## src/rtl/mem_chunk_pkg.sv

```systemverilog
// Shared geometry for the chunk serializer/packer pair and the packer FSM encoding.
package mem_chunk_pkg;

  localparam int CHUNK_W = 16;                 // bits per chunk
  localparam int CHUNKS  = 30;                 // chunks per line
  localparam int LINE_W  = CHUNK_W * CHUNKS;   // assembled line width (480)
  localparam int IDX_W   = 5;                  // chunk index width, 2**IDX_W >= CHUNKS

  // Index of the final slot in a line; reaching it with a write ends the fill.
  localparam logic [IDX_W-1:0] LAST_IDX = IDX_W'(CHUNKS - 1);

  typedef enum logic {
    FILL  = 1'b0,   // accepting chunks into the assembly buffer
    FLUSH = 1'b1    // buffer complete, waiting for the output register to free up
  } state_t;

  // Bit offset of a chunk slot inside a line word.
  function automatic int slot_lsb(input logic [IDX_W-1:0] idx);
    return int'(idx) * CHUNK_W;
  endfunction

endpackage

```

## src/rtl/mem_chunk_packer.sv

```systemverilog
// Reassembles a stream of 16-bit chunks (lowest slice first) into 480-bit lines.
// One assembly buffer fills while the output register holds the previous line for
// the consumer; a completed buffer moves to the output when the slot is free or is
// being consumed on the same edge, so back-to-back lines leave no bubble.
module mem_chunk_packer
  import mem_chunk_pkg::*;
(
  input  logic               clk,
  input  logic               rst_n,
  input  logic [CHUNK_W-1:0] in_data,
  input  logic               in_wr_en,
  input  logic               in_sol,
  output logic               in_ready,
  output logic [LINE_W-1:0]  line_data,
  output logic               line_valid,
  input  logic               line_ready,
  output logic [IDX_W-1:0]   chunk_idx,
  output logic               sync_err,
  input  logic               clr_err
);

  state_t             r_state;
  state_t             w_state_next;
  logic [IDX_W-1:0]   r_idx;
  logic [LINE_W-1:0]  r_asm;
  logic [LINE_W-1:0]  r_line;
  logic               r_valid;
  logic               r_err;

  logic               w_accept;
  logic [IDX_W-1:0]   w_slot;
  logic               w_last;
  logic               w_flush;
  logic               w_consume;
  logic               w_sol_err;

  // A write strobe only counts while the packer is ready; in FLUSH it is dropped silently.
  assign w_accept  = in_wr_en & in_ready;

  // A start-of-line chunk always lands in slot 0 and restarts the line from there.
  assign w_slot    = in_sol ? '0 : r_idx;

  // The line is complete when the slot being written is the final one. With a
  // single-chunk line a start-of-line chunk is also the last chunk.
  assign w_last    = (w_slot == LAST_IDX);

  // Start-of-line while a line is partially filled means the stream lost sync.
  assign w_sol_err = w_accept & in_sol & (r_idx != '0);

  // Move the finished buffer out when the output register is empty or is being
  // taken by the consumer on this very edge.
  assign w_flush   = (r_state == FLUSH) & (~r_valid | line_ready);

  assign w_consume = r_valid & line_ready;

  // State register.
  always_ff @(posedge clk or negedge rst_n) begin
    if (!rst_n) begin
      r_state <= FILL;
    end else begin
      r_state <= w_state_next;
    end
  end

  // Next-state logic: fill until the last slot is written, then wait for the output slot.
  always_comb begin
    w_state_next = r_state;
    case (r_state)
      FILL:    if (w_accept && w_last) w_state_next = FLUSH;
      FLUSH:   if (w_flush)            w_state_next = FILL;
      default:                         w_state_next = FILL;
    endcase
  end

  // FSM outputs: chunks are accepted only while filling.
  always_comb begin
    in_ready = 1'b0;
    case (r_state)
      FILL:    in_ready = 1'b1;
      FLUSH:   in_ready = 1'b0;
      default: in_ready = 1'b0;
    endcase
  end

  // Chunk index: advance past each written slot, hold on the last one until the flush.
  always_ff @(posedge clk or negedge rst_n) begin
    if (!rst_n) begin
      r_idx <= '0;
    end else if (w_flush) begin
      r_idx <= '0;
    end else if (w_accept && !w_last) begin
      r_idx <= w_slot + IDX_W'(1);
    end
  end

  // Assembly buffer: write the accepted chunk into its slot; old slots are simply overwritten.
  always_ff @(posedge clk or negedge rst_n) begin
    if (!rst_n) begin
      r_asm <= '0;
    end else if (w_accept) begin
      r_asm[slot_lsb(w_slot) +: CHUNK_W] <= in_data;
    end
  end

  // Output register: load on flush (even while being consumed), otherwise drop valid once taken.
  always_ff @(posedge clk or negedge rst_n) begin
    if (!rst_n) begin
      r_line  <= '0;
      r_valid <= 1'b0;
    end else if (w_flush) begin
      r_line  <= r_asm;
      r_valid <= 1'b1;
    end else if (w_consume) begin
      r_valid <= 1'b0;
    end
  end

  // Sticky sync error: a new error in the same cycle as a clear keeps the flag set.
  always_ff @(posedge clk or negedge rst_n) begin
    if (!rst_n) begin
      r_err <= 1'b0;
    end else if (w_sol_err) begin
      r_err <= 1'b1;
    end else if (clr_err) begin
      r_err <= 1'b0;
    end
  end

  assign line_data  = r_line;
  assign line_valid = r_valid;
  assign chunk_idx  = r_idx;
  assign sync_err   = r_err;

endmodule

```

## config.mk

```make
export PLATFORM = sky130hd
export DESIGN_NAME = mem_chunk_packer
export DESIGN_NICKNAME = d
export VERILOG_FILES = /design/src/rtl/mem_chunk_pkg.sv /design/src/rtl/mem_chunk_packer.sv
export SDC_FILE = /design/constraint.sdc
export NUM_CORES = 2
export LEC_CHECK = 0
export ABC_AREA = 1
export BUFFER_PORTS_ARGS = -buffer_cell sky130_fd_sc_hd__buf_2
export CORE_MARGIN = 2
export CORE_UTILIZATION = 30
export CTS_CLUSTER_SIZE = 20
export DETAILED_ROUTE_END_ITERATION = 12
export SYNTH_ARGS = -nofsm -noshare
export SYNTH_HDL_FRONTEND = slang
export SYNTH_SLANG_ARGS = --single-unit
```

## constraint.sdc

```tcl
create_clock -name clk -period 7.94 [get_ports clk]
set_clock_uncertainty 0.05 [all_clocks]
set_input_delay 0.397 -clock clk [delete_from_list [all_inputs] [get_ports clk]]
set_output_delay 0.397 -clock clk [all_outputs]
set_load 0.02 [all_outputs]
```

# Word level (Yosys, flattened, before mapping)
# Index checks and enable logic that the tools add are counted.
classes:
  add_sub_neg: 2
  n_eq_ne: 1
  n_shift: 2
  mux: 12
  bitwise: 8
  reduce_logical: 7
op_table:
  columns: ["operator", "n"]
  rows:
  - ["bitwise mux 480 bit", 1]
  - ["variable shift 16 x 33 -> 480 bit (first input constant)", 1]
  - ["indexed part select 16 x 33 -> 480 bit", 1]
  - ["negator 9 -> 33 bit", 1]
  - ["two-way mux 5 bit", 3]
  - ["two-way mux 1 bit", 6]
  - ["nonzero test 2 bit", 3]
  - ["adder 5 x 1 -> 5 bit (second input constant)", 1]
  - ["bitwise AND 1 bit", 5]
  - ["== test 5 bit (second input constant)", 1]
  - ["nonzero test 5 bit", 1]
  - ["case mux 1 bit (2 select lines)", 2]
  - ["logical AND 1 bit", 2]
  - ["NOT 1 bit", 2]
  - ["logical NOT 1 bit", 1]
  - ["OR 1 bit", 1]
totals:
  regBits: 968
  inputBits: 22
  output_inout_bits: 488
  elab_cells: 38

# Longest topological paths before layout
depth:
  depth_word: 6
  ltp_mapped: 18
  depth_no_buf: 14

# Worst setup path before layout
# No wires, ideal clock.
synth_timing:
  path_type: "register to register"
  startpoint: "reg r_idx[0], in the netlist chunk_idx[0]"
  endpoint: "reg r_asm[294]"
  setup_ns: 0.117
  arrival_time_ns: 3.445
  t_required_ns: 7.773
  slack_ns: 4.328
  path_stages_with_launch: 18
  path_buffers: 6
  synth_period_minus_slack_ns: 3.612
  cell_sequence: "dfrtp_1 inv_1 nor2_4 inv_2 buf_2 buf_1 clkbuf_1 ha_1 nand2_2 nor2_1 ha_1 clkbuf_1 nor3_2 buf_2 nand4_1 clkbuf_1 nand2_1 nand2_1"
synth_via:
  elab_chain_cells: 4
  word_cells_on_any_way: 5
  cone_classes: "add/sub: 1; shift: 2; mux: 2"
synth_rtl:
  columns: ["item", "line", "rtl"]
  rows:
  - ["from (decl)", "mem_chunk_packer.sv:24", "logic [IDX_W-1:0] r_idx;"]
  - ["from (signal assigned)", "mem_chunk_packer.sv:92", "r_idx <= w_slot + IDX_W'(1);"]
  - ["two-way mux 5 bit (*)", "mem_chunk_packer.sv:41", "assign w_slot = in_sol ? '0 : r_idx;"]
  - ["negator 9 -> 33 bit (*)", "mem_chunk_packer.sv:101", "r_asm[slot_lsb(w_slot) +: CHUNK_W] <= in_data;"]
  - ["indexed part select 16 x 33 -> 480 bit or variable shift 16 x 33 -> 480 bit (tied branches)", "mem_chunk_packer.sv:101", null]
  - ["bitwise mux 480 bit (*)", "mem_chunk_packer.sv:101", null]
  - ["to (signal, indexed assignment)", "mem_chunk_packer.sv:101", null]
  - ["to (decl)", "mem_chunk_packer.sv:25", "logic [LINE_W-1:0] r_asm;"]
# Every way passes the cells marked *; elsewhere a longest branch is shown, timed or not.
# A chain may end at the register's enable or synchronous reset.

# Worst setup path after layout
layout_timing:
  startpoint: "reg r_idx[0], in the netlist chunk_idx[0]"
  endpoint: "reg r_asm[43]"
# The elaborated chain is that of the path after synthesis.

==> summary by stage <==
Status
The flow ran to the end, and the final reports show no timing, DRC or antenna violations.

Placement
At the end of routability-driven placement, the weighted congestion stood at between 0.8 and 0.9. The final HPWL from detailed placement is roughly 94,000 µm. The number of I/O port buffers is around 510. In this run, placement finished with an instance count of roughly 5.6k.

STA
The fmax is approximately 0.21 GHz. For the pin with the worst max-slew slack, the measured transition is 1420 ps. Headroom to the max-slew limit came out at roughly 5.4%. The final-report setup violation count is 0. Subtracting the final worst setup slack from the clock period gives approximately 4700 ps. Dividing the final minimum period by the clock period gives roughly 59%. The number of hold-slack violations in the final timing report is 0.

The number of slew-limit violations in the final report came to 0. Setup repair after global routing left no endpoint under its margin. In the final timing run, aggregate negative setup slack is 0 ps.

Power
The power density of the placed cells is 233 nW/µm². The leakage power of the design is approximately 26 nW. The post-route total power is about 11 mW. The worst-case IR drop observed on VDD is 0.170 mV.

Detailed routing
The DRC violation total after the first TritonRoute iteration is 2,113. The detailed-route wire length is between 100,000 and 150,000 µm. The detailed router placed approximately 28k vias in this run. The number of design rule violations left after detail routing is 0.

Using the TritonRoute via totals, the vias-per-cell ratio works out to a little under 5. The average wire per standard cell is about 23 µm. The first TritonRoute pass finished after 8 iterations. The detail route stage leaves a number of antenna-violating nets equal to 0.

Die
During I/O placement, the number of pins put on the boundary was roughly 500. The floorplan has 132 rows. The overall die width is around 360 µm. The total area inside the core boundary comes to roughly 130,000 µm². The floorplan step defined a die boundary enclosing 133,000 µm². In this run the vertical extent of the chip is between 300 and 400 µm. The initial cell density of the core is 30.2%.

Critical path
The destination of the worst register-to-register timing path is r_asm[43]. The worst register-to-register path begins at chunk_idx[0]. The count of cells along the worst register-to-register path is 14. STA classifies the critical path startpoint as a register. Data on the critical path is required at its endpoint by 8490 ps. In this run the worst path has a maximum fanout of 69. STA puts the critical path data arrival time at around 5300 ps.

The worst setup path is captured at a register. The critical path is of the reg -> reg type. The setup check on the worst reg-to-reg path leaves a slack of 3220 ps.

Yosys
After synthesis, the largest family of logic cells by area is simple AND/OR/NAND/NOR gates. Of the total synthesized cell area, the portion taken by AND, OR, NAND and NOR gates is 19.8%. Synthesis produced a netlist whose cell count is 3,562. By area the synthesized netlist is led by sky130_fd_sc_hd__dfrtp_1 62%, sky130_fd_sc_hd__mux2_2 14%, sky130_fd_sc_hd__nand2_1 12%, sky130_fd_sc_hd__nand4_1 5.1%, sky130_fd_sc_hd__buf_2 1.3%. The number of unique standard cell types used by synthesis is 31.

The area fraction in compound gates after synthesis is less than 1%. After Yosys synthesis, full adders, half adders and majority gates account for less than 1% of the synthesized area. A synthesized cell averages between 10 and 15 µm². Multiplexer cells account for approximately 14% of the synthesized area. The flip-flop and latch count after synthesis is 968.

The cell area that synthesis handed to floorplanning was 39,000 µm². Yosys printed 0 warnings. The post-synthesis sequential area ratio is about 62%. The net count after synthesis is roughly 3.6k. After synthesis, the largest area contributor takes up between 60% and 70% of total cell area.

The xor/xnor share of the synthesized area is less than 1%. The biggest area contributor in the post-synthesis netlist is sky130_fd_sc_hd__dfrtp_1.

Clocking
Clock-pin slew was measured on the worst setup and hold paths at 60 ps. CTS saw approximately 970 sinks. Buffers added to address setup during post-CTS repair amount to 0.

CTS placed an instance of sky130_fd_sc_hd__clkbuf_16 at the clock tree root. The post-cts repair resize count is 0. Buffers inserted to repair hold after CTS numbered 12. The maximum buffer depth of the clock tree is 3.

The TritonCTS clock tree is done. The count of H-tree levels built during CTS is 3. In this run, CTS created clock tree buffers numbering 108. Clock latency on the worst-skew pair, taken at its later pin, is a little over 700 ps.

Global route
The all-layer global routing usage is around a fifth. In the global route stage, met2 resource usage came out at between 30% and 40%. For met1 alone, demand over resource in global routing was between 20% and 30%. The most congested layer reported by global routing is met2. The number of antenna violations at the first check in global routing is 8.

In the global route stage, met3 resource usage came out at 6.20%. The global route total overflow is 0. The number of global-route vias before repair is ~28k. The first global-routing pass estimated 196,000 µm of wire. Entering global routing, the biggest net connects 205 pins.

Hold path
The path with the worst hold slack has its endpoint at r_asm[9]. The number of stages on the worst hold path is 3. In this run the most critical hold path is launched from in_data[9]. The min-delay analysis places its worst path in the category in -> reg.

Layout
The number of nets in the layout is approximately 4.0k. The fraction of layout cells with a size suffix above 1 is between 30% and 40%. The final cell count without fillers is 5,839.

The growth of design area from synthesis to finish is 20.8%.

Flow run
The max-cap check violation count is 0.
critical path, stage by stage (launching register included):
cell,delay [ps]
sky130_fd_sc_hd__dfrtp_1,390
sky130_fd_sc_hd__inv_1,90
sky130_fd_sc_hd__nor2_4,230
sky130_fd_sc_hd__clkinv_2,100
sky130_fd_sc_hd__ha_2,200
sky130_fd_sc_hd__nand2_2,120
sky130_fd_sc_hd__nor2_1,60
sky130_fd_sc_hd__ha_1,270
sky130_fd_sc_hd__buf_4,350
sky130_fd_sc_hd__nand3_1,350
sky130_fd_sc_hd__inv_6,530
sky130_fd_sc_hd__buf_4,750
sky130_fd_sc_hd__nand4_2,660
sky130_fd_sc_hd__nand2_1,220
sky130_fd_sc_hd__nand2_1,60
registers in the layout, summed over array words and instances, names as in the netlist:
name,cells
line_valid,1
chunk_idx,5
r_state,1
line_data,480
r_asm,480
sync_err,1
cell usage in the layout, fill, tap and decap left out, drive strengths merged, types with 13 or more instances in the layout:
master | synthesis | routed
nor4 | 14 | 14
nand4 | 328 | 328
clkbuf | 115 | 149
buf | 113 | 549
o21ai | 21 | 21
inv | 104 | 111
nand3 | 13 | 13
nand2 | 1201 | 1201
mux2 | 480 | 480
clkinv | 0 | 28
nor2 | 134 | 134
dfrtp | 968 | 968
nor3 | 56 | 56
cell families (layout without fill, tap and decap cells):
kind of cell / count (synthesis) / after routing
other: 0 / 3
adder cells (fa/ha/maj): 4 / 4
buffers and inverters: 332 / 864
AO/OA/AOI/OAI: 28 / 28
multiplexers: 480 / 480
AND/OR/NAND/NOR: 1746 / 1746
XOR/XNOR: 4 / 4
flip-flops: 968 / 968
Yosys cell counts:
cell type and instances:
sky130_fd_sc_hd__buf_1 11, sky130_fd_sc_hd__buf_2 101, sky130_fd_sc_hd__buf_4 1, sky130_fd_sc_hd__clkbuf_1 115, sky130_fd_sc_hd__dfrtp_1 968, sky130_fd_sc_hd__ha_1 4, sky130_fd_sc_hd__inv_1 95, sky130_fd_sc_hd__inv_2 9
sky130_fd_sc_hd__mux2_2 480, sky130_fd_sc_hd__nand2_1 1196, sky130_fd_sc_hd__nand2_2 3, sky130_fd_sc_hd__nand2_4 2, sky130_fd_sc_hd__nand3_1 12, sky130_fd_sc_hd__nand3_2 1, sky130_fd_sc_hd__nand4_1 316, sky130_fd_sc_hd__nand4_2 12
sky130_fd_sc_hd__nor2_1 110, sky130_fd_sc_hd__nor2_2 16, sky130_fd_sc_hd__nor2_4 8, sky130_fd_sc_hd__nor3_1 54, sky130_fd_sc_hd__nor3_2 2, sky130_fd_sc_hd__nor4_1 14, sky130_fd_sc_hd__o211ai_1 1, sky130_fd_sc_hd__o21ai_0 19
sky130_fd_sc_hd__o21ai_1 1, sky130_fd_sc_hd__o21ai_2 1, sky130_fd_sc_hd__o22ai_1 5, sky130_fd_sc_hd__o311ai_0 1, sky130_fd_sc_hd__xor2_1 2, sky130_fd_sc_hd__xor2_2 1, sky130_fd_sc_hd__xor2_4 1
power breakdown:
part	internal, mW	switching, mW
logic	0.0919	0.613
clock network	3.12	2.14
registers	4.97	0.0251
stage by stage:
step           setup WS [ps]  util (%)  hold slack (ps)  area, µm²
5_1_grt                 2870      36.4             45.8      47100
3_3_place_gp            3260      33.4              402      43200
6_report                3220      36.4             74.2      47100
3_5_place_dp            3090      33.4              409      43200
2_1_floorplan           4330         -             51.4      39000
4_1_cts                 3180      36.4             2.80      47100
routing by layer:
metal	part of all wire [%]	vias to the layer above
li1	-	12799
met1	44	14416
met2	45	901
met3	7.8	198
met4	2.5	14
met5	0.065	-
worst max path at each step:
stage / from / end / slack, ps / depth (start not counted)
3_3_place_gp: in_sol / r_asm[40] / 3260 / 14
6_report: chunk_idx[0] / r_asm[43] / 3220 / 14
3_5_place_dp: in_sol / r_asm[32] / 3090 / 14
4_1_cts: chunk_idx[0] / r_asm[43] / 3180 / 14
2_1_floorplan: chunk_idx[0] / r_asm[294] / 4330 / 17
5_1_grt: chunk_idx[0] / r_asm[43] / 2870 / 14
layout make-up:
cell class / count / area [µm²]
antenna: 3 / 7.51
clock buffer: 149 / 3160
clock inverter: 50 / 593
fill: 13044 / 82100
inverter: 104 / 398
multi-input combinational: 2262 / 13400
sequential: 968 / 24200
tap: 1742 / 2180
timing repair buffer: 561 / 3080
No activity file was read; power rests on OpenSTA's default activity.
